**config.mk**
```make
export PLATFORM = sky130hd
export DESIGN_NAME = au_cmd_issuer
export DESIGN_NICKNAME = d
export VERILOG_FILES = /design/src/rtl/au_cmd_issuer.sv
export SDC_FILE = /design/constraint.sdc
export NUM_CORES = 1
export LEC_CHECK = 0
export CAP_MARGIN = 20
export CELL_PAD_IN_SITES_DETAIL_PLACEMENT = 1
export CELL_PAD_IN_SITES_GLOBAL_PLACEMENT = 1
export CORE_MARGIN = 10
export CORE_UTILIZATION = 38
export CTS_CLUSTER_SIZE = 28
export DETAILED_ROUTE_END_ITERATION = 6
export GPL_TIMING_DRIVEN = 0
export PLACE_DENSITY = 0.89
export SKIP_CTS_REPAIR_TIMING = 1
export SYNTH_ARGS = -nofsm -noshare
export SYNTH_HDL_FRONTEND = slang
export SYNTH_SLANG_ARGS = --single-unit
```
**constraint.sdc**
```tcl
create_clock -name clk -period 2.1 [get_ports clk]
set_input_delay 0.315 -clock clk [delete_from_list [all_inputs] [get_ports clk]]
set_output_delay 0.315 -clock clk [all_outputs]
set_load 0.1 [all_outputs]
```
**src/rtl/au_cmd_issuer.sv**
```systemverilog
// au_cmd_issuer: queues add/sub/mul/div commands, drives them one at a time
// onto the combinational arithmetic unit and returns the captured result.
module au_cmd_issuer #(
  parameter int DEPTH  = 4,
  parameter int SETTLE = 1
) (
  input  logic                   clk,
  input  logic                   rst,
  input  logic                   cmd_valid,
  output logic                   cmd_ready,
  input  logic [3:0]             cmd_a,
  input  logic [3:0]             cmd_b,
  input  logic [1:0]             cmd_op,
  output logic [3:0]             au_a,
  output logic [3:0]             au_b,
  output logic [1:0]             au_c,
  input  logic [7:0]             au_o,
  input  logic [7:0]             au_o1,
  input  logic [7:0]             au_o2,
  input  logic [7:0]             au_o3,
  input  logic [7:0]             au_o4,
  output logic                   res_valid,
  input  logic                   res_ready,
  output logic [7:0]             res_data,
  output logic [7:0]             res_rem,
  output logic [1:0]             res_op,
  output logic                   res_dz,
  output logic                   res_chk,
  output logic                   busy,
  output logic [$clog2(DEPTH):0] count
);

  localparam int AW = $clog2(DEPTH);
  localparam int TW = $clog2(SETTLE + 1);
  localparam logic [AW:0]   FULL = (AW + 1)'(DEPTH);
  localparam logic [TW-1:0] TSET = TW'(SETTLE);
  localparam logic [TW-1:0] TONE = TW'(1);

  typedef enum logic [1:0] {
    IDLE,
    WAIT,
    RESP
  } state_e;

  state_e        state_q, state_d;
  logic [TW-1:0] timer_q, timer_d;
  logic [AW-1:0] wr_ptr_q, wr_ptr_d;
  logic [AW-1:0] rd_ptr_q, rd_ptr_d;
  logic [AW:0]   count_q, count_d;
  logic          busy_q, busy_d;
  logic [3:0]    au_a_q, au_a_d;
  logic [3:0]    au_b_q, au_b_d;
  logic [1:0]    au_c_q, au_c_d;
  logic          res_valid_q, res_valid_d;
  logic [7:0]    res_data_q, res_data_d;
  logic [7:0]    res_rem_q, res_rem_d;
  logic [1:0]    res_op_q, res_op_d;
  logic          res_dz_q, res_dz_d;
  logic          res_chk_q, res_chk_d;

  logic [9:0] mem_q [DEPTH];
  logic [9:0] head;
  logic       push;
  logic       pop;
  logic [7:0] cap_data;
  logic [7:0] cap_rem;
  logic       cap_dz;
  logic       cap_chk;

  assign cmd_ready = !rst && (count_q < FULL);
  assign push      = cmd_valid && cmd_ready;
  assign pop       = (state_q == IDLE) && (count_q != '0);
  assign head      = mem_q[rd_ptr_q];

  always_ff @(posedge clk) begin
    if (push) mem_q[wr_ptr_q] <= {cmd_a, cmd_b, cmd_op};
  end

  // Result selection from the unit buses for the operand set now on au_*
  always_comb begin
    cap_dz   = (au_c_q == 2'b11) && (au_b_q == 4'd0);
    cap_data = '0;
    cap_rem  = '0;
    cap_chk  = 1'b0;
    unique case (au_c_q)
      2'b00: begin
        cap_data = au_o;
        cap_chk  = |{au_o1, au_o2, au_o3, au_o4};
      end
      2'b01: begin
        cap_data = au_o1;
        cap_chk  = |{au_o, au_o2, au_o3, au_o4};
      end
      2'b10: begin
        cap_data = au_o2;
        cap_chk  = |{au_o, au_o1, au_o3, au_o4};
      end
      2'b11: begin
        cap_data = au_o3;
        cap_rem  = au_o4;
        cap_chk  = |{au_o, au_o1, au_o2};
      end
    endcase
    if (cap_dz) begin
      cap_data = '0;
      cap_rem  = '0;
    end
  end

  always_comb begin
    state_d     = state_q;
    timer_d     = timer_q;
    wr_ptr_d    = wr_ptr_q;
    rd_ptr_d    = rd_ptr_q;
    count_d     = count_q;
    au_a_d      = au_a_q;
    au_b_d      = au_b_q;
    au_c_d      = au_c_q;
    res_valid_d = res_valid_q;
    res_data_d  = res_data_q;
    res_rem_d   = res_rem_q;
    res_op_d    = res_op_q;
    res_dz_d    = res_dz_q;
    res_chk_d   = res_chk_q;

    if (push) wr_ptr_d = wr_ptr_q + 1'b1;
    if (pop)  rd_ptr_d = rd_ptr_q + 1'b1;
    if (push && !pop) count_d = count_q + 1'b1;
    else if (!push && pop) count_d = count_q - 1'b1;

    unique case (state_q)
      IDLE: begin
        if (pop) begin
          au_a_d  = head[9:6];
          au_b_d  = head[5:2];
          au_c_d  = head[1:0];
          timer_d = TSET;
          state_d = WAIT;
        end
      end
      WAIT: begin
        timer_d = timer_q - 1'b1;
        if (timer_q == TONE) begin
          res_valid_d = 1'b1;
          res_data_d  = cap_data;
          res_rem_d   = cap_rem;
          res_op_d    = au_c_q;
          res_dz_d    = cap_dz;
          res_chk_d   = cap_chk;
          state_d     = RESP;
        end
      end
      RESP: begin
        if (res_ready) begin
          res_valid_d = 1'b0;
          state_d     = IDLE;
        end
      end
      default: state_d = IDLE;
    endcase

    busy_d = (state_d != IDLE) || (count_d != '0);
  end

  always_ff @(posedge clk) begin
    if (rst) begin
      state_q     <= IDLE;
      timer_q     <= '0;
      wr_ptr_q    <= '0;
      rd_ptr_q    <= '0;
      count_q     <= '0;
      busy_q      <= 1'b0;
      au_a_q      <= '0;
      au_b_q      <= '0;
      au_c_q      <= '0;
      res_valid_q <= 1'b0;
      res_data_q  <= '0;
      res_rem_q   <= '0;
      res_op_q    <= '0;
      res_dz_q    <= 1'b0;
      res_chk_q   <= 1'b0;
    end else begin
      state_q     <= state_d;
      timer_q     <= timer_d;
      wr_ptr_q    <= wr_ptr_d;
      rd_ptr_q    <= rd_ptr_d;
      count_q     <= count_d;
      busy_q      <= busy_d;
      au_a_q      <= au_a_d;
      au_b_q      <= au_b_d;
      au_c_q      <= au_c_d;
      res_valid_q <= res_valid_d;
      res_data_q  <= res_data_d;
      res_rem_q   <= res_rem_d;
      res_op_q    <= res_op_d;
      res_dz_q    <= res_dz_d;
      res_chk_q   <= res_chk_d;
    end
  end

  assign au_a      = au_a_q;
  assign au_b      = au_b_q;
  assign au_c      = au_c_q;
  assign res_valid = res_valid_q;
  assign res_data  = res_data_q;
  assign res_rem   = res_rem_q;
  assign res_op    = res_op_q;
  assign res_dz    = res_dz_q;
  assign res_chk   = res_chk_q;
  assign busy      = busy_q;
  assign count     = count_q;

endmodule

```
==> flow_metrics.env, run 1 <==
export IMPL_grt_pass1_wl_um=15900
export IMPL_drc=0
export IMPL_p_leak_nw=2.18
export IMPL_synth_warning_count=0
export IMPL_ys_async_sr_fraction=0
export IMPL_ys_seq_area_frac=0.590
export IMPL_initialDrtViolationCount=92
export IMPL_max_slew_margin=0.318
export IMPL_synthToLayoutAreaGrowth_pct=38.1
export IMPL_yosys_area_top_type="edfxtp_1"
export IMPL_syn_avg_cell_area_um2=12.5
export IMPL_final_common_cell="clkdlybuf4s50_1"
export IMPL_cts_root_buf="clkbuf_8"
export IMPL_max_stage_delay_ns=0.80
export IMPL_tightest_slew_ns=1.02
export IMPL_grt_pass1_vias=2961
export IMPL_tritoncts="done"
export IMPL_path_class="reg -> out"
export IMPL_synth_edff_count=40
export IMPL_crit_family="buffers and inverters"
export IMPL_slew_viol_final=0
export IMPL_antenna_left=0
export IMPL_fin_crit_ns=1.95
export IMPL_fin_setup_tns_ns=0
export IMPL_cp_arrival_ns=1.64
export IMPL_ir_worst_vdd_mv=0.481
export IMPL_finClkSkew_ns=0.00852
export IMPL_hold_viol=0
export IMPL_final_cell_mix="clkdlybuf4s50_1, edfxtp_1, dfxtp_1"
export IMPL_synth_area_um2=3460
export IMPL_hold_path_class="reg -> reg"
export IMPL_dieArea_um2=13300
export IMPL_yosys_register_bits=82
export IMPL_portBuffers=88
export IMPL_finalCritPeriodShare=0.930
export IMPL_track_usage=0.153
export IMPL_wire_per_inst_um=20.9
export IMPL_powerDensity_nw_per_um2=1330
export IMPL_crit_chain="dlymetal6s2s_1"
export IMPL_ys_flop_type="dfxtp_1"
export IMPL_start_util=0.393
export IMPL_syn_num_nets=338
export IMPL_io_pins=90
export IMPL_routed_wirelength_um=10200
export IMPL_clk_pin_slew_ns=0.09
export IMPL_status="finished, final reports clean"
export IMPL_dp_hpwl_um=7710
export IMPL_overflow=0
export IMPL_rsz0062_at_grt="false"
export IMPL_drive_above_1_share=0.144
export IMPL_end_kind="primary output"
export IMPL_crit_buf_inv=1
export IMPL_place_congestion=0.816
export IMPL_required_ns=1.78
export IMPL_drv_cap=0
export IMPL_yosysUniqueCellTypes=40
export IMPL_synth_top_area_share=0.347
export IMPL_cts_htree_levels=3
export IMPL_synth_cells=277
export IMPL_core_um2=8810
export IMPL_grt_start_max_net_pins=17
export IMPL_cts_path_max_buffers=2
export IMPL_die_w_um=115
export IMPL_crit_path_start_kind="register"
export IMPL_cts_sink_count=82
export IMPL_final_setup_viol_count=0
export IMPL_cts_buffers=9
export IMPL_clock_fmax_mhz=512
export IMPL_rows=34
export IMPL_power_w=0.00634
export IMPL_die_h_um=115
export IMPL_antenna_found_initial=0
export IMPL_crit_fanout=7
export IMPL_fin_nets=437
export IMPL_clock_latency_ns=0.35
export IMPL_viasPerCell=5.39
export IMPL_route_vias_total=2636
export IMPL_drt_pass1_iterations=4
export IMPL_diodes=0
export IMPL_cp_slowest_cell="dlymetal6s2s_1"
export IMPL_synth_area_leaders="edfxtp_1, dfxtp_1, mux4_2, nand2_1, a22oi_1"
## layer usage
layer | global-route usage | vias up | part of all wire | wire (um)
met5 | 0 | - | 0 | 0
met4 | 0.0490 | 0 | 0.010 | 107
met3 | 0.0403 | 10 | 0.054 | 549
met2 | 0.274 | 75 | 0.51 | 5270
met1 | 0.174 | 1312 | 0.42 | 4310
li1 | - | 1239 | - | -
## synth_stat cells (2+ instances only)
cell type,count
xnor2_1,3
a21oi_1,19
o21ai_0,2
nor3_1,3
nand4_1,2
nor2b_1,2
dfxtp_1,42
buf_6,2
nor2_1,30
buf_2,7
a22oi_1,16
a311oi_1,2
inv_1,5
edfxtp_1,40
ha_1,7
clkbuf_1,8
nand2_1,34
nor4_1,11
and2_1,4
mux4_2,18
## worst min-delay path: cells and delay by family (launching register included)
kind,cells,cell delay (ns)
DFF,1,0.32
AOI/OAI and AO/OA,1,0.05
and+or+nand+nor,1,0.05
## power breakdown
group | switching [W] | internal (W)
sequential | 0.000175 | 0.00193
combinational | 0.00207 | 0.000962
clock | 0.000621 | 0.000575
## sequential cells by signal, indices dropped and copies added, names as in the netlist, 2 cells and up
| signal | count |
|---|---|
| count | 3 |
| res_rem | 8 |
| res_data | 8 |
| au_c | 2 |
| au_b | 4 |
| state_q | 2 |
| au_a | 4 |
| rd_ptr_q | 2 |
| res_op | 2 |
| wr_ptr_q | 2 |
| mem_q | 40 |
## cell families after synthesis
kind of cell,after synthesis,synth area share
XOR/XNOR,5,0.0148
flip-flops,82,0.590
AO/OA/AOI/OAI,48,0.0922
buffers and inverters,23,0.0329
multiplexers,18,0.117
adder cells (fa/ha/maj),7,0.0253
AND/OR/NAND/NOR,94,0.128
## path summary, 6_finish.rpt
kind | startpoint | end | slack (ns) | cells after the start
min reg2reg | au_a[1] | au_a[1] | 0.46 | 2
max reg2reg | count[0] | count[1] | 0.15 | 8
min | au_a[1] | au_a[1] | 0.46 | 2
max | au_c[1] | au_c[1] | 0.15 | 1
## final cells by class
type	count	area [um^2]
Inverter	5	18.8
Sequential cell	82	2050
Fill cell	914	4030
Timing Repair Buffer	88	963
Clock buffer	9	124
Clock inverter	7	83.8
Buffer	18	95.1
Multi-Input combinational cell	172	1310
Tap cell	108	135
## per-stage QoR
step           setup WS, ns  instance area (um^2)  hold WS [ns]   util  std cells
2_1_floorplan       0.00831                  3470         0.414      -        277
3_3_place_gp         -0.446                  4490         0.446  0.510        473
3_5_place_dp         -0.446                  4490         0.452  0.510        473
4_1_cts              -0.451                  4700         0.447  0.534        489
5_1_grt              0.0152                  4780         0.498  0.543        489
6_report              0.146                  4780         0.461  0.543        489
(Power assumes the default switching activity.)
==> run 2: changes to the inputs <==
--- a/config.mk
+++ b/config.mk
@@ -5,7 +5,6 @@
 export SDC_FILE = /design/constraint.sdc
 export NUM_CORES = 1
 export LEC_CHECK = 0
-export CAP_MARGIN = 20
 export CELL_PAD_IN_SITES_DETAIL_PLACEMENT = 1
 export CELL_PAD_IN_SITES_GLOBAL_PLACEMENT = 1
 export CORE_MARGIN = 10
@@ -13,7 +12,7 @@
 export CTS_CLUSTER_SIZE = 28
 export DETAILED_ROUTE_END_ITERATION = 6
 export GPL_TIMING_DRIVEN = 0
-export PLACE_DENSITY = 0.89
+export PLACE_DENSITY_LB_ADDON = 0.1
 export SKIP_CTS_REPAIR_TIMING = 1
 export SYNTH_ARGS = -nofsm -noshare
 export SYNTH_HDL_FRONTEND = slang
==> run 2 against run 1 <==
Setup slack worse by 0.018 ns. Critical endpoint unchanged. Sequential share of layout area is 0.16 points higher. Critical path type unchanged. Count of clock-buffer cells in the layout stayed put. Flip-flop and latch count stayed put.
==> flow_metrics.env, run 2 (synthesis gave the netlist of run 1 again) <==
export IMPL_crit_fanout=7
export IMPL_drc=0
export IMPL_portBuffers=88
export IMPL_rsz0062_at_grt="false"
export IMPL_hold_viol=0
export IMPL_place_congestion=0.812
export IMPL_finalCritPeriodShare=0.939
export IMPL_final_cell_mix="clkdlybuf4s50_1, edfxtp_1, dfxtp_1"
export IMPL_p_leak_nw=2.17
export IMPL_status="finished, final reports clean"
export IMPL_cts_htree_levels=3
export IMPL_final_common_cell="clkdlybuf4s50_1"
export IMPL_powerDensity_nw_per_um2=1310
export IMPL_grt_pass1_wl_um=14600
export IMPL_reg2reg_depth=8
export IMPL_drt_pass1_iterations=6
export IMPL_crit_chain="dlymetal6s2s_1"
export IMPL_required_ns=1.78
export IMPL_ir_worst_vdd_mv=0.470
export IMPL_drv_cap=0
export IMPL_regMostFlops="mem_q"
export IMPL_track_usage=0.141
export IMPL_final_setup_viol_count=0
export IMPL_antenna_found_initial=0
export IMPL_path_class="reg -> out"
export IMPL_routed_wirelength_um=9640
export IMPL_timing_hold_ws_ns=0.439
export IMPL_r2r_slack_ns=0.22
export IMPL_max_stage_delay_ns=0.80
export IMPL_hold_path_class="in -> reg"
export IMPL_grt_start_max_net_pins=18
export IMPL_wire_per_inst_um=19.7
export IMPL_die_h_um=115
export IMPL_timing_rr_end="count[1]"
export IMPL_largest_reg_flops=40
export IMPL_cp_slowest_cell="dlymetal6s2s_1"
export IMPL_crit_start="au_c[1]"
export IMPL_fin_crit_ns=1.97
export IMPL_crit_path_start_kind="register"
export IMPL_viasPerCell=5.22
export IMPL_crit_family="buffers and inverters"
export IMPL_rows=34
export IMPL_combPwrFrac=0.483
export IMPL_p_clk_frac=0.179
export IMPL_core_um2=8810
export IMPL_max_slew_margin=0.318
export IMPL_cp_arrival_ns=1.66
export IMPL_grt_pass1_vias=2621
export IMPL_cp_depth=1
export IMPL_cts_root_buf="clkbuf_8"
export IMPL_finClkSkew_ns=0.0126
export IMPL_cts_path_max_buffers=2
export IMPL_p_sw_frac=0.461
export IMPL_internal_power_w=0.00335
export IMPL_die_w_um=115
export IMPL_dp_hpwl_um=7250
export IMPL_clock_fmax_mhz=507
export IMPL_tightest_slew_ns=1.02
export IMPL_tritoncts="done"
export IMPL_switchingPower_w=0.00287
export IMPL_io_pins=90
export IMPL_start_util=0.393
export IMPL_diodes=0
export IMPL_antenna_left=0
export IMPL_overflow=0
export IMPL_initialDrtViolationCount=115
export IMPL_regToRegStartpoint="count[0]"
export IMPL_slew_viol_final=0
export IMPL_cts_sink_count=82
export IMPL_cts_buffers=9
export IMPL_synthToLayoutAreaGrowth_pct=37.6
export IMPL_crit_buf_inv=1
export IMPL_clk_pin_slew_ns=0.09
export IMPL_route_vias_total=2552
export IMPL_dieArea_um2=13300
export IMPL_fin_nets=437
export IMPL_cp_endpoint="au_c[1]"
export IMPL_end_kind="primary output"
export IMPL_min_path_cells=2
export IMPL_fin_setup_tns_ns=0
export IMPL_pwr_share_seq=0.338
export IMPL_clock_latency_ns=0.35
export IMPL_drive_above_1_share=0.144
[run 2: cell count changes in the layout (fill, tap and decap cells not counted), sizes merged]
cell / change
bufinv: -1
clkinvlp: +1
[run 2: worst min-delay path by stage]
stage / from / endpoint / slack [ns]
2_1_floorplan: cmd_op[0] / mem_q[0][0] / 0.41
3_5_place_dp: au_a[1] / au_a[1] / 0.45
3_3_place_gp: au_a[1] / au_a[1] / 0.45
6_report: rst / res_chk / 0.44
5_1_grt: rst / res_chk / 0.48
4_1_cts: rst / res_chk / 0.43
[run 2: metal layers]
metal,global-route usage,part of all wire
met5,0,0
met4,0.0481,0.0081
met3,0.0336,0.065
met2,0.237,0.48
met1,0.174,0.45
[run 2: cell type report]
type | count | area (um^2)
buffer | 18 | 95.1
inverter | 5 | 18.8
sequential | 82 | 2050
tap | 108 | 135
clock buffer | 9 | 124
clock inverter | 7 | 66.3
multi-input combinational | 172 | 1310
fill | 910 | 4040
timing repair buffer | 88 | 963
[run 2: power by group through the flow]
stage                     Clock [W]  Combinational (W)  Sequential [W]
final                       0.00112            0.00300         0.00210
after global placement            0            0.00300         0.00214
after detailed placement          0            0.00304         0.00215
after floorplan                   0            0.00118         0.00323
after CTS                   0.00115            0.00305         0.00211
after global routing        0.00121            0.00320         0.00214
[run 2: metrics by stage]
step / total power, W / worst slack, ns / cell area [um^2] / instances / util
final: 0.00622 / 0.128 / 4760 / 489 / 0.541
after CTS: 0.00631 / -0.489 / 4680 / 489 / 0.532
after detailed placement: 0.00519 / -0.482 / 4490 / 473 / 0.510
after floorplan: 0.00440 / 0.00831 / 3470 / 277 / -
after global placement: 0.00513 / -0.466 / 4490 / 473 / 0.510
after global routing: 0.00655 / 0.00340 / 4760 / 489 / 0.541
